$ cat config.mk
export PLATFORM = sky130hd
export DESIGN_NAME = acq_sequencer_flat
export DESIGN_NICKNAME = d
export VERILOG_FILES = /design/src/rtl/acq_sequencer_if.sv /design/src/rtl/acq_sequencer.sv /design/src/flat_wrapper.sv
export SDC_FILE = /design/constraint.sdc
export NUM_CORES = 1
export LEC_CHECK = 0
export ABC_AREA = 1
export BUFFER_PORTS_ARGS = -buffer_cell sky130_fd_sc_hd__buf_2
export CAP_MARGIN = 20
export CORE_MARGIN = 5
export CORE_UTILIZATION = 50
export CTS_BUF_LIST = sky130_fd_sc_hd__clkbuf_4 sky130_fd_sc_hd__clkbuf_8
export DETAILED_ROUTE_END_ITERATION = 12
export GPL_TIMING_DRIVEN = 1
export PLACE_DENSITY = 0.7
export RECOVER_POWER = 100
export REMOVE_ABC_BUFFERS = 1
export SLEW_MARGIN = 30
export SYNTH_ARGS = -nofsm -noshare
export SYNTH_HDL_FRONTEND = slang
export SYNTH_SLANG_ARGS = --single-unit
export TNS_END_PERCENT = 100
$ cat constraint.sdc
create_clock -name Clk -period 2.9 [get_ports Clk]
set_input_delay 0.29 -clock Clk [delete_from_list [all_inputs] [get_ports Clk]]
set_output_delay 0.29 -clock Clk [all_outputs]
set_load 0.005 [all_outputs]
$ cat src/rtl/acq_sequencer_if.sv
// Frame readout stream between the acquisition sequencer and its consumer.
// Plain valid/ready: a word moves on any clock where Rd_Valid_o and Rd_Ready_i are both high.
// Names carry the sequencer-side direction; the master modport belongs to the sequencer.
interface acq_sequencer_if #(
  parameter int NBITS = 4
);
  logic             Rd_Valid_o;
  logic             Rd_Ready_i;
  logic [NBITS-1:0] Rd_Data_o;
  logic             Rd_Last_o;

  modport master (output Rd_Valid_o, output Rd_Data_o, output Rd_Last_o, input Rd_Ready_i);
  modport slave  (input Rd_Valid_o, input Rd_Data_o, input Rd_Last_o, output Rd_Ready_i);
endinterface

$ cat src/rtl/acq_sequencer.sv
// Run controller for the coincidence detector: clear, gated window, snapshot, frame readout, repeat.
// Latency: Restart one clock after Start; first frame word one clock after the snapshot cycle.
// Backpressure: readout holds word/Last while Rd_Ready_i is low; Abort_i always wins and discards the frame.
module acq_sequencer #(
  parameter int NCHAN    = 4,
  parameter int NBITS    = 4,
  parameter int NRUNBITS = 8
) (
  input  logic                                  Clk,
  input  logic                                  Reset_n,
  input  logic                                  Start_i,
  input  logic                                  Abort_i,
  input  logic [NBITS-1:0]                      Cfg_nCycles_i,
  input  logic [NRUNBITS-1:0]                   Cfg_nRuns_i,
  output logic                                  Det_Restart_o,
  output logic                                  Det_Enable_o,
  output logic [NBITS-1:0]                      Det_nCycles_o,
  input  logic [NBITS-1:0]                      Det_CntClk_i,
  input  logic [NCHAN*NBITS-1:0]                Det_CntChann_i,
  input  logic [(NCHAN*(NCHAN-1)/2)*NBITS-1:0]  Det_CntPairs_i,
  acq_sequencer_if.master                       rd,
  output logic                                  Busy_o,
  output logic                                  Done_o,
  output logic [NRUNBITS-1:0]                   RunCnt_o
);

  localparam int NPAIRS = NCHAN * (NCHAN - 1) / 2;
  localparam int NWORDS = NCHAN + NPAIRS;
  localparam int IDXW   = $clog2(NWORDS);
  localparam logic [IDXW-1:0] LAST_IDX = IDXW'(NWORDS - 1);

  typedef enum logic [2:0] {
    S_IDLE, S_CLEAR, S_SETTLE, S_ACQ, S_SNAP, S_READ, S_FIN, S_ABORT
  } state_t;

  state_t                    state_q, state_d;
  logic [IDXW-1:0]           idx_q, idx_d;
  logic                      settle_q, settle_d;
  logic [NBITS-1:0]          ncyc_q;
  logic [NRUNBITS-1:0]       nruns_q;
  logic [NRUNBITS-1:0]       runcnt_q;
  logic [NWORDS*NBITS-1:0]   shadow_q;
  logic                      restart_q, enable_q, valid_q, last_q, busy_q, done_q;
  logic [NBITS-1:0]          data_q;

  logic                      last_xfer;
  logic                      more_runs;
  logic [NWORDS*NBITS-1:0]   frame_w;
  logic [NBITS-1:0]          rd_word;

  // Next-state, word index and end-of-frame decision; abort overrides everything outside IDLE.
  always_comb begin
    state_d   = state_q;
    idx_d     = idx_q;
    settle_d  = settle_q;
    last_xfer = 1'b0;
    more_runs = (nruns_q == '0) ||
                (({1'b0, runcnt_q} + (NRUNBITS+1)'(1)) < {1'b0, nruns_q});
    case (state_q)
      S_IDLE:   if (Start_i && !Abort_i) state_d = S_CLEAR;
      S_CLEAR:  begin state_d = S_SETTLE; settle_d = 1'b0; end
      S_SETTLE: if (settle_q) state_d = S_ACQ; else settle_d = 1'b1;
      S_ACQ:    if (Det_CntClk_i == ncyc_q) state_d = S_SNAP;
      S_SNAP:   begin state_d = S_READ; idx_d = '0; end
      S_READ: begin
        if (valid_q && rd.Rd_Ready_i) begin
          if (idx_q == LAST_IDX) begin
            last_xfer = 1'b1;
            idx_d     = '0;
            state_d   = more_runs ? S_CLEAR : S_FIN;
          end else begin
            idx_d = idx_q + 1'b1;
          end
        end
      end
      S_FIN:    state_d = S_IDLE;
      S_ABORT:  state_d = S_IDLE;
      default:  state_d = S_IDLE;
    endcase
    if (state_q != S_IDLE && Abort_i) begin
      state_d   = S_ABORT;
      idx_d     = '0;
      last_xfer = 1'b0;
    end
  end

  // During SNAP the live counters are the frame (the shadow loads on the same edge); afterwards the shadow is.
  always_comb begin
    frame_w = (state_q == S_SNAP) ? {Det_CntPairs_i, Det_CntChann_i} : shadow_q;
    rd_word = frame_w[idx_d*NBITS +: NBITS];
  end

  // Sequencer state, latched config, run counter and all registered outputs decoded from the next state.
  always_ff @(posedge Clk or negedge Reset_n) begin
    if (!Reset_n) begin
      state_q   <= S_IDLE;
      idx_q     <= '0;
      settle_q  <= 1'b0;
      ncyc_q    <= '0;
      nruns_q   <= '0;
      runcnt_q  <= '0;
      restart_q <= 1'b0;
      enable_q  <= 1'b0;
      valid_q   <= 1'b0;
      last_q    <= 1'b0;
      data_q    <= '0;
      busy_q    <= 1'b0;
      done_q    <= 1'b0;
    end else begin
      state_q  <= state_d;
      idx_q    <= idx_d;
      settle_q <= settle_d;
      if (state_q == S_IDLE && state_d == S_CLEAR) begin
        ncyc_q   <= Cfg_nCycles_i;
        nruns_q  <= Cfg_nRuns_i;
        runcnt_q <= '0;
      end else if (last_xfer) begin
        runcnt_q <= runcnt_q + 1'b1;
      end
      restart_q <= (state_d == S_CLEAR) || (state_d == S_ABORT);
      enable_q  <= (state_d == S_ACQ);
      valid_q   <= (state_d == S_READ);
      last_q    <= (state_d == S_READ) && (idx_d == LAST_IDX);
      data_q    <= (state_d == S_READ) ? rd_word : '0;
      busy_q    <= (state_d != S_IDLE);
      done_q    <= (state_d == S_FIN);
    end
  end

  // Snapshot of every channel and pair counter, frozen for the whole readout.
  always_ff @(posedge Clk or negedge Reset_n) begin
    if (!Reset_n) begin
      shadow_q <= '0;
    end else if (state_q == S_SNAP) begin
      shadow_q <= {Det_CntPairs_i, Det_CntChann_i};
    end
  end

  assign Det_Restart_o = restart_q;
  assign Det_Enable_o  = enable_q;
  assign Det_nCycles_o = ncyc_q;
  assign rd.Rd_Valid_o = valid_q;
  assign rd.Rd_Data_o  = data_q;
  assign rd.Rd_Last_o  = last_q;
  assign Busy_o        = busy_q;
  assign Done_o        = done_q;
  assign RunCnt_o      = runcnt_q;

endmodule
$ cat src/flat_wrapper.sv
// flat-port wrapper written by rule: the top's interface ports become plain ports
module acq_sequencer_flat 
#(
  parameter int NCHAN    = 4,
  parameter int NBITS    = 4,
  parameter int NRUNBITS = 8
)
  (Clk, Reset_n, Start_i, Abort_i, Cfg_nCycles_i, Cfg_nRuns_i, Det_Restart_o, Det_Enable_o, Det_nCycles_o, Det_CntClk_i, Det_CntChann_i, Det_CntPairs_i, Busy_o, Done_o, RunCnt_o, rd_Rd_Valid_o, rd_Rd_Data_o, rd_Rd_Last_o, rd_Rd_Ready_i);
  acq_sequencer_if #(.NBITS(NBITS)) rd_i ();
  input  logic Clk;
  input  logic Reset_n;
  input  logic Start_i;
  input  logic Abort_i;
  input  logic [NBITS-1:0] Cfg_nCycles_i;
  input  logic [NRUNBITS-1:0] Cfg_nRuns_i;
  output logic Det_Restart_o;
  output logic Det_Enable_o;
  output logic [NBITS-1:0] Det_nCycles_o;
  input  logic [NBITS-1:0] Det_CntClk_i;
  input  logic [NCHAN*NBITS-1:0] Det_CntChann_i;
  input  logic [(NCHAN*(NCHAN-1)/2)*NBITS-1:0] Det_CntPairs_i;
  output logic Busy_o;
  output logic Done_o;
  output logic [NRUNBITS-1:0] RunCnt_o;
  output wire logic [$bits(rd_i.Rd_Valid_o)-1:0] rd_Rd_Valid_o;
  output wire logic [$bits(rd_i.Rd_Data_o)-1:0] rd_Rd_Data_o;
  output wire logic [$bits(rd_i.Rd_Last_o)-1:0] rd_Rd_Last_o;
  input wire logic [$bits(rd_i.Rd_Ready_i)-1:0] rd_Rd_Ready_i;
  assign rd_Rd_Valid_o = rd_i.Rd_Valid_o;
  assign rd_Rd_Data_o = rd_i.Rd_Data_o;
  assign rd_Rd_Last_o = rd_i.Rd_Last_o;
  assign rd_i.Rd_Ready_i = rd_Rd_Ready_i;
  acq_sequencer #(.NCHAN(NCHAN), .NBITS(NBITS), .NRUNBITS(NRUNBITS)) u_core (.Clk(Clk), .Reset_n(Reset_n), .Start_i(Start_i), .Abort_i(Abort_i), .Cfg_nCycles_i(Cfg_nCycles_i), .Cfg_nRuns_i(Cfg_nRuns_i), .Det_Restart_o(Det_Restart_o), .Det_Enable_o(Det_Enable_o), .Det_nCycles_o(Det_nCycles_o), .Det_CntClk_i(Det_CntClk_i), .Det_CntChann_i(Det_CntChann_i), .Det_CntPairs_i(Det_CntPairs_i), .rd(rd_i), .Busy_o(Busy_o), .Done_o(Done_o), .RunCnt_o(RunCnt_o));
endmodule
Word level (Yosys, flattened, before mapping)
Index checks and enable logic that the tools add are counted.
Word-level totals
  bits of input ports: 61
  output and inout bits: 22
  register bits: 78
  word-level logic and storage cells: 70
Cells by class
  shifts and indexed selects: 1
  eq/ne operators: 15
  $add $sub $neg: 3
  magnitude comparators: 1
  reductions and logical operators: 15
  muxes and demuxes: 21
Operators with widths (count)
  $mux 40: 1
  $shiftx 40x7->4: 1
  $eq 3x3->1 const B: 7
  $mux 3: 7
  $pmux 3 s7: 1
  $mux 4: 4
  $mux 8: 2
  $add 8x1->9 const B: 1
  $eq 3x2->1 const B: 3
  $lt 9x8->1: 1
  $add 8x1->8 const B: 1
  $eq 4x4->1 const B: 2
  $logic_not 8->1: 1
  $pmux 4 s2: 1
  $eq 3x1->1 const B: 2
  $reduce_bool 3->1: 2
  $logic_and 1x1->1: 5
  $add 4x1->4 const B: 1
  $eq 4x4->1: 1
  $mux 1: 4
  $reduce_bool 2->1: 2
  $logic_not 3->1: 1
  $logic_or 1x1->1: 2
  $pmux 1 s2: 1
  other kinds (2): 2

Longest topological paths before layout
  depth after elaboration: 11
  depth in mapped cells: 20
  mapped depth without buffers: 20

Worst setup path before layout
No wires, ideal clock.
  path kind: register to register
  from: reg u_core.runcnt_q[2] (netlist: u_core.RunCnt_o[2])
  to: reg u_core.data_q[0] (netlist: u_core.rd.Rd_Data_o[0])
  cell stages (with the launch flop): 18
  setup time: 0.080 ns
  data required time: 2.820 ns
  path slack: 0.395 ns
  clock period less this slack: 2.505 ns
  arrival time: 2.425 ns
  buffers on the path: 0
  cells stage by stage: dfrtp_1 > inv_1 > nor3_1 > inv_1 > nor2_1 > inv_1 > nor3_1 > xnor2_1 > inv_1 > ha_1 > inv_1 > o21bai_1 > a21oi_1 > nand2_1 > nand3_1 > a21oi_1 > nand3_1 > a21oi_1
Between the ends
  cells in the longest elaborated chain, start to end: 10
RTL lines
  from (decl): RTL line acq_sequencer.sv:41  | logic [NRUNBITS-1:0] runcnt_q;
  from (signal assigned): RTL line acq_sequencer.sv:118  | runcnt_q <= runcnt_q + 1'b1;
  $add 8x1->9: RTL line acq_sequencer.sv:58  | (({1'b0, runcnt_q} + (NRUNBITS+1)'(1)) < {1'b0, nruns_q});
  $lt 9x8->1: RTL line acq_sequencer.sv:58
  $logic_or 1x1->1: RTL line acq_sequencer.sv:57  | more_runs = (nruns_q == '0) ||
  $mux 3: RTL line acq_sequencer.sv:70  | state_d = more_runs ? S_CLEAR : S_FIN;
  $mux 3: RTL line acq_sequencer.sv:67  | if (idx_q == LAST_IDX) begin
  $mux 3: RTL line acq_sequencer.sv:66  | if (valid_q && rd.Rd_Ready_i) begin
  $pmux 3 s7: RTL line acq_sequencer.sv:59  | case (state_q)
  $mux 3: RTL line acq_sequencer.sv:80  | if (state_q != S_IDLE && Abort_i) begin
  net u_core.state_d[2]: RTL line acq_sequencer.sv:36  | state_t state_q, state_d;
  $eq 3x3->1: RTL line acq_sequencer.sv:124  | data_q <= (state_d == S_READ) ? rd_word : '0;
  $mux 4: RTL line acq_sequencer.sv:124
  to (signal assigned): RTL line acq_sequencer.sv:124
  to (decl): RTL line acq_sequencer.sv:44  | logic [NBITS-1:0] data_q;
The timed path passes the listed nets, and every way through them passes these cells.
A chain may end at the register's enable or synchronous reset.

Worst setup path after layout
  from: reg u_core.runcnt_q[2] (netlist: u_core.RunCnt_o[2])
  to: reg u_core.restart_q (netlist: u_core.Det_Restart_o)
Between the ends
  cells in the longest elaborated chain, start to end: 10
  elaborated cells between the ends (all ways): 11
  those cells by class: add/sub (1); order compare (1); eq/ne (2); mux (5); reduce/logical (2)
RTL lines
  $add 8x1->9 (*): RTL line acq_sequencer.sv:58
  $lt 9x8->1 (*): RTL line acq_sequencer.sv:58
  $logic_or 1x1->1 (*): RTL line acq_sequencer.sv:57
  $mux 3 (*): RTL line acq_sequencer.sv:70
  $mux 3 (*): RTL line acq_sequencer.sv:67
  $mux 3 (*): RTL line acq_sequencer.sv:66
  $pmux 3 s7 (*): RTL line acq_sequencer.sv:59
  $mux 3 (*): RTL line acq_sequencer.sv:80
  net u_core.state_d[2]: RTL line acq_sequencer.sv:36
  $eq 3x1->1 / $eq 3x3->1 (equally long branches): RTL line acq_sequencer.sv:120  | restart_q <= (state_d == S_CLEAR) || (state_d == S_ABORT);
  $logic_or 1x1->1 (*): RTL line acq_sequencer.sv:120
  to (signal assigned): RTL line acq_sequencer.sv:120
  to (decl): RTL line acq_sequencer.sv:43  | logic restart_q, enable_q, valid_q, last_q, busy_q, done_q;
Mark *: on every way through the listed nets, which the timed path passes. The rest lies on a longest branch.

==> metrics.cfg <==
[worst_setup_path]
arrival_ns=2.87
r2r_setup_slack_ns=0.24
end_kind=flip-flop
startpoint=u_core.RunCnt_o[2]$_DFFE_PN0P_
start_kind=flip-flop
reg2reg_to=u_core.Det_Restart_o$_DFF_PN0_
crit_fanout=4
reg2reg_from=u_core.RunCnt_o[2]$_DFFE_PN0P_
reg2reg_depth=17
required_ns=3.11
path_class=reg -> reg

[synthesis]
synthCells=482
synth_area_per_cell_um2=8.44
ys_warn_count=0
ys_types=34
synth_seq_cells=78
ys_seq_area_share_pct=48.0
syn-cell-area_mm2=0.00407

[power_and_ir_drop]
power_frac_comb_pct=42.6
power_frac_seq_pct=40.2
p_sw_mw=1.81
irDropWorstVdd_v=0.000525
swShare_pct=40.0
pwr-share-clk_pct=17.3
intPower_mw=2.72
power.density_mw_per_mm2=956
p_leak_nw=2.59

[layout]
drive_gt1_share_pct=20.9
utilization_pct=58.5
area_growth_syn_to_layout_pct=16.4
fin_nets=637
n_antenna_cell=0

[detailed_routing]
num_vias=3291
drt_wl_total_um=8820
drc=0
ant_nets=0
viasPerCell=4.88
wl_per_cell_um=13.1
drtIter0Drc=207
drtPass1Iterations=4

[clock_tree]
cts_buffers=9
clock_latency_ns=0.34
cts_sinks=78
clk_pin_slew_worst_paths_ns=0.08
ctsHoldBuffers=0
htree_num_levels=3
ctsRootBufferMaster=clkbuf_8
cts_tree=built
cts_resized=0
cts_setup_buffers=0
cts.path.max_buffers=2

[timing]
setup_viol_count_final=0
fin_setup_tns_ns=0
finalMaxSlewViolations=79
timing.final.crit_share_pct=91.8
skew_ns=0.0100
hold_viol_final=0
period_minus_slack_ns=2.66
fmax_mhz=376
relSlewSlack_pct=-25.5
tightest_slew_ns=1.88
rsz0062_at_grt=false
setup_ws_ns=0.239

[floorplan]
rows=33
coreArea_mm2=0.00809
die_w_um=100
ios=83
die-area_mm2=0.0100
initial_core_util_pct=50.3
die_y_um=100

[run_status]
outcome=finished with violations
failed_checks=max-capacitance violations, max-slew violations

[grt]
grt_pass1_vias=3280
antenna_found_initial=0
grt_max_degree=79
globalRoute.totalOverflow=0
grt_util_all_layers_pct=18.7
grt_pass1_wl_um=15000

[hold_path]
hold_class=in -> reg
min_from=Det_CntChann_i[12]
hold_depth=2
whs_endpoint=u_core.shadow_q[12]$_DFF_PN0_

[place]
port_buffers=82
place_ws_ns=0.168
gp_congestion=0.843
dp_hpwl_um=6530

[flow_run]
drv_cap=1

[how the worst max path moves through the flow]
stage | cells after the start | slack [ns] | end
2_1_floorplan | 17 | 0.39 | u_core.rd.Rd_Data_o[0]$_DFF_PN0_
3_3_place_gp | 18 | 0.31 | u_core.rd.Rd_Data_o[0]$_DFF_PN0_
3_5_place_dp | 17 | 0.17 | u_core.rd.Rd_Data_o[0]$_DFF_PN0_
4_1_cts | 17 | 0.13 | u_core.rd.Rd_Data_o[1]$_DFF_PN0_
5_1_grt | 19 | 0.004 | u_core.Busy_o$_DFF_PN0_
6_report | 17 | 0.24 | u_core.Det_Restart_o$_DFF_PN0_
[cell type report]
class	count	area, um^2
clock inverter	6	63.8
fill	789	3360
inverter	80	300
clock buffer	9	124
sequential	78	1950
tap	105	131
timing repair buffer	86	423
multi-input combinational	311	1740
[power by group through the flow]
stage          Sequential (mW)  Combinational (mW)  Clock (mW)
4_1_cts                   1.82                1.96       0.804
3_3_place_gp              1.82                1.88           0
6_report                  1.82                1.93       0.781
3_5_place_dp              1.84                1.95           0
2_1_floorplan             1.80                1.39           0
5_1_grt                   1.88                2.24       0.856
[worst max-delay path: stages (launching register included)]
cell and delay, ns:
dfrtp_1 0.40, inv_1 0.08, nor3_2 0.19, inv_1 0.08, nor2_1 0.09, inv_1 0.09
nor3_2 0.15, xnor2_1 0.14, inv_1 0.08, ha_1 0.29, inv_1 0.04, o21bai_1 0.12
a21oi_1 0.06, nand2_1 0.10, nand3_1 0.14, a21oi_2 0.24, buf_4 0.16, o21ai_0 0.09
[stage by stage]
stage                     total power, mW  cell area [um^2]  hold slack [ns]  instances
final                                4.53              4740            0.178        675
after global routing                 4.98              4740            0.166        675
after CTS                            4.58              4750            0.145        675
after detailed placement             3.79              4560            0.459        660
after global placement               3.71              4560            0.458        660
after floorplan                      3.18              3990         -0.00559        469
[synth_stat cells, drive strengths merged]
cell | number | share of area (%)
and3 | 1 | 0.15
o211ai | 3 | 0.55
ha | 10 | 3.1
o21bai | 1 | 0.18
nand4 | 2 | 0.31
nor3 | 6 | 0.74
buf | 10 | 1.8
a211oi | 1 | 0.18
a21o | 1 | 0.18
xnor2 | 1 | 0.22
dfrtp | 78 | 48
clkbuf | 3 | 0.28
and2 | 3 | 0.46
mux2 | 21 | 5.8
o21ai | 35 | 4.4
inv | 80 | 7.4
nand3 | 56 | 7.3
nor4 | 1 | 0.15
nor2 | 32 | 3.3
xor2 | 6 | 1.3
a21oi | 21 | 3.2
nand2 | 110 | 11
[sequential cells by signal (all words and copies together), names as in the netlist, 3 cells and up]
register	flops
u_core.Det_nCycles_o	4
u_core.RunCnt_o	8
u_core.idx_q	4
u_core.nruns_q	8
u_core.rd.Rd_Data_o	4
u_core.shadow_q	40
u_core.state_q	3
[layer usage]
metal / part of all wire, % / wire length, um / GRT usage [%]
met5: 0 / 0 / 0
met4: 1.1 / 93 / 5.60
met3: 6.1 / 539 / 4.03
met2: 45 / 3940 / 28.8
met1: 48 / 4240 / 26.5
[logic make-up (layout without fill, tap and decap cells)]
family                   Yosys count  in the layout  share of synthesized area [%]
XOR/XNOR                           7              7                           1.51
adder cells (fa/ha/maj)           10             10                           3.07
AND/OR/NAND/NOR                  211            211                           23.5
multiplexers                      21             21                           5.81
AO/OA/AOI/OAI                     62             62                           8.73
buffers and inverters             93            181                           9.41
flip-flops                        78             78                           48.0
[placed cells by master, fill, tap and decap left out, drive strengths merged, types with 2 or more instances in the layout]
cell	count
a21oi	21
and2	3
buf	75
clkbuf	20
clkinv	3
clkinvlp	2
dfrtp	78
ha	10
inv	80
mux2	21
nand2	110
nand3	56
nand4	2
nor2	32
nor3	6
o211ai	3
o21ai	35
xor2	6
Note: power is estimated with default switching activity, not from simulation.
